===== src/rtl/serial_adder_pkg.sv =====
// Shared types and helpers for the bit-serial adder sequencer.
package serial_adder_pkg;

  localparam int unsigned MAX_WIDTH = 64;

  typedef enum logic [1:0] {
    IDLE = 2'd0,
    RUN  = 2'd1,
    DONE = 2'd2
  } state_t;

  // Bit counter width: one bit minimum so WIDTH=1 still has a compare target.
  function automatic int unsigned cnt_w(input int unsigned width);
    int unsigned w;
    w = (width > MAX_WIDTH) ? MAX_WIDTH : width;
    return (w <= 1) ? 1 : int'($clog2(w));
  endfunction

endpackage


===== src/rtl/serial_shift_reg.sv =====
// Right-shift register with parallel load and serial input at the MSB.
module serial_shift_reg #(
  parameter int unsigned WIDTH = 8
) (
  input  logic             clk,
  input  logic             rst,
  input  logic             load,
  input  logic             shift,
  input  logic [WIDTH-1:0] load_val,
  input  logic             serial_in,
  output logic [WIDTH-1:0] q
);

  logic [WIDTH-1:0] sr_q, sr_d;

  // Shift form written so WIDTH=1 degenerates to sr_d = serial_in.
  always_comb begin
    sr_d = sr_q;
    if (load) begin
      sr_d = load_val;
    end else if (shift) begin
      sr_d = (sr_q >> 1) | (WIDTH'(serial_in) << (WIDTH - 1));
    end
  end

  always_ff @(posedge clk or posedge rst) begin
    if (rst) begin
      sr_q <= '0;
    end else begin
      sr_q <= sr_d;
    end
  end

  assign q = sr_q;

endmodule


===== src/rtl/serial_adder_ctrl.sv =====
// Bit-serial add sequencer driving an external single-bit full-adder cell.
//
//   state | meaning
//   IDLE  | ready, waiting for start; sum/cout hold last result
//   RUN   | one operand bit per cycle through the external adder
//   DONE  | one-cycle done pulse, then back to IDLE
module serial_adder_ctrl
  import serial_adder_pkg::*;
#(
  parameter int unsigned WIDTH = 8
) (
  input  logic             clk,
  input  logic             rst,
  input  logic             start,
  input  logic [WIDTH-1:0] a,
  input  logic [WIDTH-1:0] b,
  input  logic             cin,
  output logic             ready,
  output logic             busy,
  output logic             done,
  output logic [WIDTH-1:0] sum,
  output logic             cout,
  output logic             fa_i0,
  output logic             fa_i1,
  output logic             fa_ci,
  input  logic             fa_s,
  input  logic             fa_co
);

  localparam int unsigned      CW   = cnt_w(WIDTH);
  localparam logic [CW-1:0]    LAST = CW'(WIDTH - 1);

  state_t           state_q, state_d;
  logic [CW-1:0]    count_q, count_d;
  logic             carry_q, carry_d;
  logic [WIDTH-1:0] sum_q, sum_d;
  logic             cout_q, cout_d;
  logic             sr_load, sr_shift;
  logic [WIDTH-1:0] a_sr, b_sr, sum_sr, sum_final;
  logic             in_run;
  logic             unused_sr;

  serial_shift_reg #(.WIDTH(WIDTH)) u_a_sr (
    .clk(clk), .rst(rst), .load(sr_load), .shift(sr_shift),
    .load_val(a), .serial_in(1'b0), .q(a_sr)
  );

  serial_shift_reg #(.WIDTH(WIDTH)) u_b_sr (
    .clk(clk), .rst(rst), .load(sr_load), .shift(sr_shift),
    .load_val(b), .serial_in(1'b0), .q(b_sr)
  );

  serial_shift_reg #(.WIDTH(WIDTH)) u_sum_sr (
    .clk(clk), .rst(rst), .load(sr_load), .shift(sr_shift),
    .load_val('0), .serial_in(fa_s), .q(sum_sr)
  );

  // Value sum_sr takes on the final RUN edge, captured directly into sum.
  assign sum_final = (sum_sr >> 1) | (WIDTH'(fa_s) << (WIDTH - 1));

  // Operand registers only present bit 0 to the adder; upper bits feed the shift.
  assign unused_sr = ^{a_sr, b_sr};

  always_comb begin
    state_d  = state_q;
    count_d  = count_q;
    carry_d  = carry_q;
    sum_d    = sum_q;
    cout_d   = cout_q;
    sr_load  = 1'b0;
    sr_shift = 1'b0;
    unique case (state_q)
      IDLE: begin
        if (start) begin
          sr_load = 1'b1;
          carry_d = cin;
          count_d = '0;
          state_d = RUN;
        end
      end
      RUN: begin
        sr_shift = 1'b1;
        carry_d  = fa_co;
        if (count_q == LAST) begin
          sum_d   = sum_final;
          cout_d  = fa_co;
          state_d = DONE;
        end else begin
          count_d = count_q + 1'b1;
        end
      end
      DONE: begin
        state_d = IDLE;
      end
      default: begin
        state_d = IDLE;
      end
    endcase
  end

  always_ff @(posedge clk or posedge rst) begin
    if (rst) begin
      state_q <= IDLE;
      count_q <= '0;
      carry_q <= 1'b0;
      sum_q   <= '0;
      cout_q  <= 1'b0;
    end else begin
      state_q <= state_d;
      count_q <= count_d;
      carry_q <= carry_d;
      sum_q   <= sum_d;
      cout_q  <= cout_d;
    end
  end

  assign in_run = (state_q == RUN);
  assign ready  = (state_q == IDLE);
  assign busy   = in_run;
  assign done   = (state_q == DONE);
  assign sum    = sum_q;
  assign cout   = cout_q;

  // Adder inputs are held at zero outside RUN so fault-sim patterns stay deterministic.
  assign fa_i0 = in_run & a_sr[0];
  assign fa_i1 = in_run & b_sr[0];
  assign fa_ci = in_run & carry_q;

endmodule


===== config.mk =====
export PLATFORM = sky130hd
export DESIGN_NAME = serial_adder_ctrl
export DESIGN_NICKNAME = d
export VERILOG_FILES = /design/src/rtl/serial_adder_pkg.sv /design/src/rtl/serial_shift_reg.sv /design/src/rtl/serial_adder_ctrl.sv
export SDC_FILE = /design/constraint.sdc
export NUM_CORES = 1
export LEC_CHECK = 0
export BUFFER_PORTS_ARGS = -buffer_cell sky130_fd_sc_hd__buf_2
export CORE_MARGIN = 3
export CORE_UTILIZATION = 54
export DETAILED_ROUTE_END_ITERATION = 8
export PLACE_DENSITY_LB_ADDON = 0.2
export SYNTH_ARGS = -nofsm -noshare
export SYNTH_HDL_FRONTEND = slang
export SYNTH_HIERARCHICAL = 1
export SYNTH_SLANG_ARGS = --single-unit

===== constraint.sdc =====
create_clock -name clk -period 1.7 [get_ports clk]
set_input_delay 0.34 -clock clk [delete_from_list [all_inputs] [get_ports clk]]
set_output_delay 0.34 -clock clk [all_outputs]
set_load 0.03 [all_outputs]

==> impl_metrics.toml, run 1 <==
[run_status]
status = "finished clean"

[global_routing]
grt_pass1_vias = 1190
grt_pass1_wl_mm = 5.47
track_usage_pct = 17.7
antenna_found_initial = 0
grt_max_degree = 47
grt_overflow = 0

[sta]
final_max_slew_viol_count = 0
skew_ps = 5.74
setup_tns_ps = 0
finalCritPeriodShare_pct = 95.0
slew-limit-headroom_pct = 63.2
hold_viol = 0
report.final.setup_viol = 0
fmax_mhz = 619
rsz0062_at_grt = "no"
max_slew.worst_pin.slew_ps = 552
period_minus_slack_ps = 1620

[cells_and_area]
fillers = 235
area_growth_pct = 20.6
fin_nets = 236
antenna_cells = 0
stdcell_area_um2 = 2200
drive_above_1_share_pct = 32.9

[critical_path]
crit_fanout = 10
worst_ep_arrival_time_ps = 1850
endpoint_kind = "flip-flop"
critPathLaunchType = "flip-flop"
worstPathRequired_ps = 1940
r2r_slack_ps = 80
path_class = "reg -> reg"

[power_and_ir_drop]
p_int_mw = 2.53
seq_power_share_pct = 39.0
clockPowerShare_pct = 11.6
comb_power_share_pct = 49.3
swShare_pct = 39.4
p_sw_mw = 1.64
ir_drop_uv = 970
leakagePower_nw = 1.16
powerDensity_nw_per_um2 = 1890

[flow_run]
drv_cap = 0

[die]
die_x_um = 64.1
die-area_um2 = 4110
start_util_pct = 58.4
die_y_um = 64.1
core_um2 = 3130
ios = 37
placement_rows = 20

[logic_synthesis]
syn-mean-instance-area_um2 = 11.4
syn_inst = 160
syn_area_um2 = 1830
synth_warnings = 6

[clock_tree]
cts_sinks = 38
clkTransAtPathRegs_ps = 110
cts_max_level = 2
tritoncts = "done"
clock_path_buffers = 2
clk_latency_ps = 340
numCtsBuffers = 5
clock-root-buffer = "clkbuf_4"

[placed_design]
port_buffers = 36
place_area_um2 = 2090
dp_hpwl_mm = 2.38
place_congestion = 0.736

[drt]
drc = 0
firstDrtPassIters = 4
wirelength_mm = 3.23
wl_per_cell_um = 12.6
via_per_inst = 4.94
initialDrtViolationCount = 78
vias = 1269
postRouteAntennaNets = 0

[worst_hold_path]
hold_class = "in -> reg"
## metrics by stage
step	hold WS (ps)	utilization (%)	worst slack (ps)	instances	total power, mW
after floorplan	143	-	90.8	168	3.14
after global placement	315	66.8	175	247	3.48
after detailed placement	317	66.8	103	247	3.58
after CTS	179	69.2	2.09	256	4.10
after global routing	184	70.4	11.4	257	4.47
final	200	70.4	84.7	257	4.17
## cells in the final DEF, fill, tap and decap left out, drive strengths merged
cell,instances
nand2,25
inv,9
nand3b,1
or2,1
o221a,1
dlygate4sd3,1
nor2,1
ha,2
dfrtp,38
or4b,1
nand3,3
nor2b,1
and2,4
conb,9
mux2,9
buf,44
clkinv,1
o21ai,23
a21oi,1
mux2i,23
clkbuf,7
o221ai,3
o21ba,1
nand2b,4
## power groups by stage
stage / logic (mW) / clock network (mW) / registers [mW]
after detailed placement: 1.94 / 0 / 1.64
after global placement: 1.87 / 0 / 1.61
after floorplan: 1.36 / 0 / 1.78
after CTS: 1.97 / 0.511 / 1.62
final: 2.06 / 0.484 / 1.63
after global routing: 2.23 / 0.555 / 1.69
## per-layer routing
layer | share of wire, % | GRT usage [%]
met1 | 45 | 22.2
met3 | 5.4 | 6.50
met5 | 0 | 0
met2 | 48 | 27.4
met4 | 1.7 | 7.65
## timing repair
item	4_1_cts	5_1_grt
setup endpoints to repair	3	3
endpoints found under the hold margin	23	0
setup buffers	0	1
hold buffers	1	0
gates resized for setup	4	8
## state kept, by name, summed over array words and instances, names as in the netlist
name        count
count_q         3
u_a_sr/q        8
cout            1
u_sum_sr/q      7
u_b_sr/q        8
carry_q         1
sum             8
state_q         2
## path summary, 6_finish.rpt
kind / end / depth (start not counted) / from
setup / recovery: sum[6] / 5 / count_q[0]
hold / removal: u_a_sr/q[5] / 3 / a[5]
setup reg to reg: sum[6] / 5 / count_q[0]
hold reg to reg: sum[0] / 1 / u_sum_sr/q[1]
max in group asynchronous: sum[7] / 3 / rst
min in group asynchronous: u_sum_sr/q[2] / 3 / rst
## worst max-delay path: stages, from the launching register on
cell	delay (ps)
dfrtp_1	430
ha_1	210
ha_1	240
nand3b_1	160
buf_12	160
mux2_4	300
## area by class of cell
cell class	count	area, um2	share of cell area [%]
Inverter	9	36.3	1.65
Sequential cell	38	951	43.2
Tap cell	44	55.1	2.50
Clock inverter	1	5.00	0.227
Timing Repair Buffer	45	294	13.4
Multi-Input combinational cell	113	806	36.6
Clock buffer	7	55.1	2.50
Power figures use the tool's default switching activity.
==> run 2: changes to the inputs <==
Settings changed: CORE_MARGIN 3 to 4, GPL_TIMING_DRIVEN set to 0.
==> run 2 against run 1 <==
Net effect:
- setup slack worse by 11 ps
- die area increased by 6.3%
- sequential power is essentially flat
- clock skew rose by 6.0 ps
- flip-flop and latch count stayed put
- register-to-register slack better by 20 ps
- final area is 0.68% higher
- largest power group unchanged
- non-clock buffer count grew 3
- final cell count rose by 1.2%
- core utilization shrank 0.082 points
- clock power barely moved
- maximum frequency decreased by 0.65%
==> impl_metrics.toml, run 2 (same netlist as run 1, synthesis figures left out) <==
[power_and_ir_drop]
swShare_pct = 39.7
seq_power_share_pct = 38.7
comb_power_share_pct = 49.9
clockPowerShare_pct = 11.4
powerDensity_nw_per_um2 = 1890
ir_drop_uv = 893
p_int_mw = 2.53
leakagePower_nw = 1.17
p_sw_mw = 1.67

[critical_path]
crit_end = "fa_ci"
reg2reg_from = "count_q[0]"
slowest_delay_ps = 420
critPathLaunchType = "flip-flop"
cp_num_cells = 4
critPathLaunch = "state_q[1]"
critPathSlowestCell = "dfrtp_2"
worst_ep_arrival_time_ps = 1290
r2r_slack_ps = 100
worstReg2RegEnd = "sum[0]"
worstPathRequired_ps = 1360
critPathTopFamily = "flip-flops"
r2r_cells = 5
endpoint_kind = "output port"
path_class = "reg -> out"
crit_fanout = 5
path_buf_inv = 2
crit_chain = "nand2b_4 -> inv_2 -> and2_1 -> buf_4"

[die]
core_um2 = 3150
die_y_um = 66.1
die_x_um = 66.1
die-area_um2 = 4370
start_util_pct = 57.9
placement_rows = 20
ios = 37

[worst_hold_path]
hold_class = "in -> reg"

[drt]
firstDrtPassIters = 4
vias = 1306
wirelength_mm = 3.64
top_layer_used = "met4"
dr_wl_met2_mm = 1.81
m1WireLength_mm = 1.61
postRouteAntennaNets = 0
initialDrtViolationCount = 65
drc = 0
wl_per_cell_um = 14.0
via_per_inst = 5.02
dr_wl_met3_um = 171

[sta]
report.final.setup_viol = 0
holdWs_ps = 210
hold_viol = 0
period_minus_slack_ps = 1630
setup_tns_ps = 0
slew-limit-headroom_pct = 62.1
rsz0062_at_grt = "yes"
final_max_slew_viol_count = 0
skew_ps = 11.7
max_slew.worst_pin.slew_ps = 568
finalCritPeriodShare_pct = 95.6
fmax_mhz = 615

[placed_design]
place_congestion = 0.718
dp_hpwl_mm = 2.60
port_buffers = 36

[global_routing]
grt_max_degree = 22
grt_pass1_vias = 1323
antenna_found_initial = 0
track_usage_pct = 19.0
grt_pass1_wl_mm = 6.19
grt_overflow = 0

[cells_and_area]
area_growth_pct = 21.5
post-route-util_pct = 70.3
fillers = 272
final-seq-area_um2 = 953
antenna_cells = 0
final_cell_mix = "dfrtp_1 (36), buf_2 (32), nand2_1 (25)"
fin_nets = 239
final_common_cell = "dfrtp_1"
multiInputGateArea_um2 = 802
drive_above_1_share_pct = 33.8

[clock_tree]
cts_max_level = 2
clock_path_buffers = 2
clkTransAtPathRegs_ps = 110
clock-root-buffer = "clkbuf_4"
cts_sinks = 38
numCtsBuffers = 5
clk_latency_ps = 340
tritoncts = "done"

[flow_run]
drv_cap = 0

[run_status]
status = "finished clean"
==> run 2: power groups by stage <==
stage	Sequential (mW)	Clock, mW	Combinational (mW)
CTS	1.62	0.502	2.05
detailed placement	1.64	0	1.98
global route	1.69	0.548	2.28
global placement	1.61	0	1.89
floorplan	1.78	0	1.36
finish	1.62	0.481	2.09
==> run 2: how the worst min path moves through the flow <==
| stage | from | endpoint | slack [ps] | cells after the start |
|---|---|---|---|---|
| 2_1_floorplan | rst | u_sum_sr/q[1] | 140 | 1 |
| 3_3_place_gp | rst | u_sum_sr/q[5] | 320 | 2 |
| 3_5_place_dp | rst | u_sum_sr/q[5] | 320 | 2 |
| 4_1_cts | a[6] | u_a_sr/q[6] | 190 | 3 |
| 5_1_grt | a[3] | u_a_sr/q[3] | 200 | 3 |
| 6_report | a[4] | u_a_sr/q[4] | 210 | 3 |
==> run 2: what timing repair did <==
item                                   in CTS  in global routing
resized for setup                           5                  8
buffers inserted                            2                  1
hold buffers                                1                  0
endpoints found under the hold margin      23                  0
setup endpoints to repair                   4                 21
==> run 2: routing by layer <==
| metal | vias up | track usage [%] |
|---|---|---|
| met4 | 0 | 6.09 |
| met3 | 5 | 5.27 |
| met1 | 625 | 23.6 |
| met2 | 27 | 32.0 |
| met5 | - | 0 |
| li1 | 649 | - |
==> run 2: area by class of cell <==
cell class                 instances  area share, %
inverter                           9           1.52
buffer                             8           3.89
clock inverter                     1          0.226
clock buffer                       7           2.48
tap                               44           2.48
sequential                        38           43.0
timing repair buffer              40           10.2
multi-input combinational        113           36.2
==> run 2: per-stage QoR <==
step                setup WS [ps]  std cells  area, um2  total power, mW
finish                       74.1        260       2220             4.20
global route                -3.53        260       2220             4.52
CTS                          11.5        259       2190             4.18
detailed placement            119        248       2090             3.62
global placement              148        248       2090             3.50
floorplan                    90.8        168       1860             3.14
==> run 2: worst register-to-register path: stages (launching register included) <==
cell and delay (ps):
dfrtp_1 420, ha_1 210, ha_1 240, nand3b_1 130, buf_6 180, mux2_4 310
==> run 3: changes to the inputs <==
Settings changed: CORE_UTILIZATION 54 to 49.
Clock period 1.7 ns to 1.4 ns, I/O delays scaled along.
==> run 3 against run 2 <==
Net effect:
- the run now ends with setup timing left
- core utilization increased by 2.3 points
- non-clock buffer count increased by 12
- hold slack got worse by 14 ps
- largest cell class unchanged
- largest power group unchanged
==> impl_metrics.toml, run 3 (same netlist as run 1, synthesis figures left out) <==
[global_routing]
grt_pass1_vias = 1511
grt_max_degree = 16
antenna_found_initial = 0
track_usage_pct = 18.6
grt_pass1_wl_mm = 7.14
grt_overflow = 0

[critical_path]
slowest_delay_ps = 430
critPathLaunch = "state_q[0]"
worst_ep_arrival_time_ps = 1280
worstPathRequired_ps = 1120
path_class = "reg -> out"
critPathSlowestCell = "dfrtp_2"
r2r_slack_ps = -130
endpoint_kind = "output port"
critPathTopFamily = "flip-flops"
crit_chain = "nand2b_4 -> clkinvlp_4 -> and2_4 -> buf_6"
path_buf_inv = 2
reg2reg_from = "count_q[0]"
crit_fanout = 6
critPathLaunchType = "flip-flop"

[placed_design]
dp.cells = 250
dp_worst_setup_slack_ps = -165
dp_hpwl_mm = 2.60
port_buffers = 36
place_congestion = 0.776

[drt]
wirelength_mm = 4.36
vias = 1438
wl_per_cell_um = 15.7
via_per_inst = 5.19
initialDrtViolationCount = 68
postRouteAntennaNets = 0
drc = 0
firstDrtPassIters = 4

[clock_tree]
clkTransAtPathRegs_ps = 80
tritoncts = "done"
clk_latency_ps = 290
cts_sinks = 38
numCtsBuffers = 5
clock_path_buffers = 2
cts_max_level = 2
clock-root-buffer = "clkbuf_8"

[power_and_ir_drop]
leakagePower_nw = 1.28
ir_drop_uv = 1320
power.total_mw = 5.95
powerDensity_nw_per_um2 = 2360

[cells_and_area]
fillers = 255
drive_above_1_share_pct = 44.6
final_cell_mix = "dfrtp_1 (36), buf_2 (30), nand2_1 (23)"
finalNonFillerCells = 277
area_growth_pct = 37.9
final-seq-area_um2 = 953
final_common_cell = "dfrtp_1"
post-route-util_pct = 72.6
fin_nets = 254
multiInputGateArea_um2 = 912
antenna_cells = 0

[flow_run]
drv_cap = 0

[die]
start_util_pct = 52.6
core_um2 = 3470
die-area_um2 = 4770
ios = 37
die_y_um = 69.0
placement_rows = 21
die_x_um = 69.0

[run_status]
failed_checks = "setup timing"
status = "finished with violations"

[sta]
final_max_slew_viol_count = 0
slew-limit-headroom_pct = 60.8
finalCritPeriodShare_pct = 112
layout_setup_ws_ps = -162
skew_ps = 9.16
fmax_mhz = 640
setup_tns_ps = -2040
period_minus_slack_ps = 1560
max_slew.worst_pin.slew_ps = 587
hold_viol = 0
report.final.setup_viol = 25
rsz0062_at_grt = "yes"

[worst_hold_path]
hold_class = "in -> reg"
hp-start = "a[6]"
## run 3: final timing paths
check / endpoint / cells after the start
min in group asynchronous: u_sum_sr/q[4] / 3
max in group asynchronous: state_q[1] / 3
hold reg to reg: sum[2] / 1
hold / removal: u_a_sr/q[6] / 3
setup reg to reg: sum[1] / 5
setup / recovery: fa_i1 / 4
## run 3: stage by stage
stage | hold WS (ps) | cell area, um2
4_1_cts | 196 | 2420
3_3_place_gp | 268 | 2130
3_5_place_dp | 260 | 2130
6_report | 196 | 2520
5_1_grt | 202 | 2520
2_1_floorplan | 83.4 | 1890
## run 3: what timing repair did
| item | 4_1_cts | 5_1_grt |
|---|---|---|
| endpoints found under the hold margin | 23 | 0 |
| cloned | 4 | 2 |
| setup endpoints to repair | 38 | 42 |
| pin swaps | 7 | 6 |
| gates resized for setup | 31 | 19 |
| setup buffers | 10 | 4 |
| hold buffers | 1 | 0 |
## run 3: worst register-to-register path, cell delays in order (launching register included)
cell and delay, ps:
dfrtp_1 410, ha_2 200, ha_4 160, nand3b_1 170
buf_6 180, mux2_4 310
## run 3: power breakdown
part	leakage [nW]	internal (mW)	switching, mW
Combinational	0.773	1.60	1.58
Sequential	0.453	1.65	0.360
Clock	0.0482	0.397	0.367
## run 3: layout make-up
type / count / share of cell area, %
Clock inverter: 1 / 0.199
Tap cell: 46 / 2.29
Sequential cell: 38 / 37.9
Buffer: 6 / 2.68
Multi-Input combinational cell: 116 / 36.2
Timing Repair Buffer: 54 / 15.8
Clock buffer: 7 / 3.43
Inverter: 9 / 1.49
## run 3: routing by layer
layer	vias to the layer above	wire length, um	track usage, %
li1	680	-	-
met1	704	1880	23.0
met2	38	2230	30.6
met5	-	0	0
met3	16	178	4.22
met4	0	75	8.68
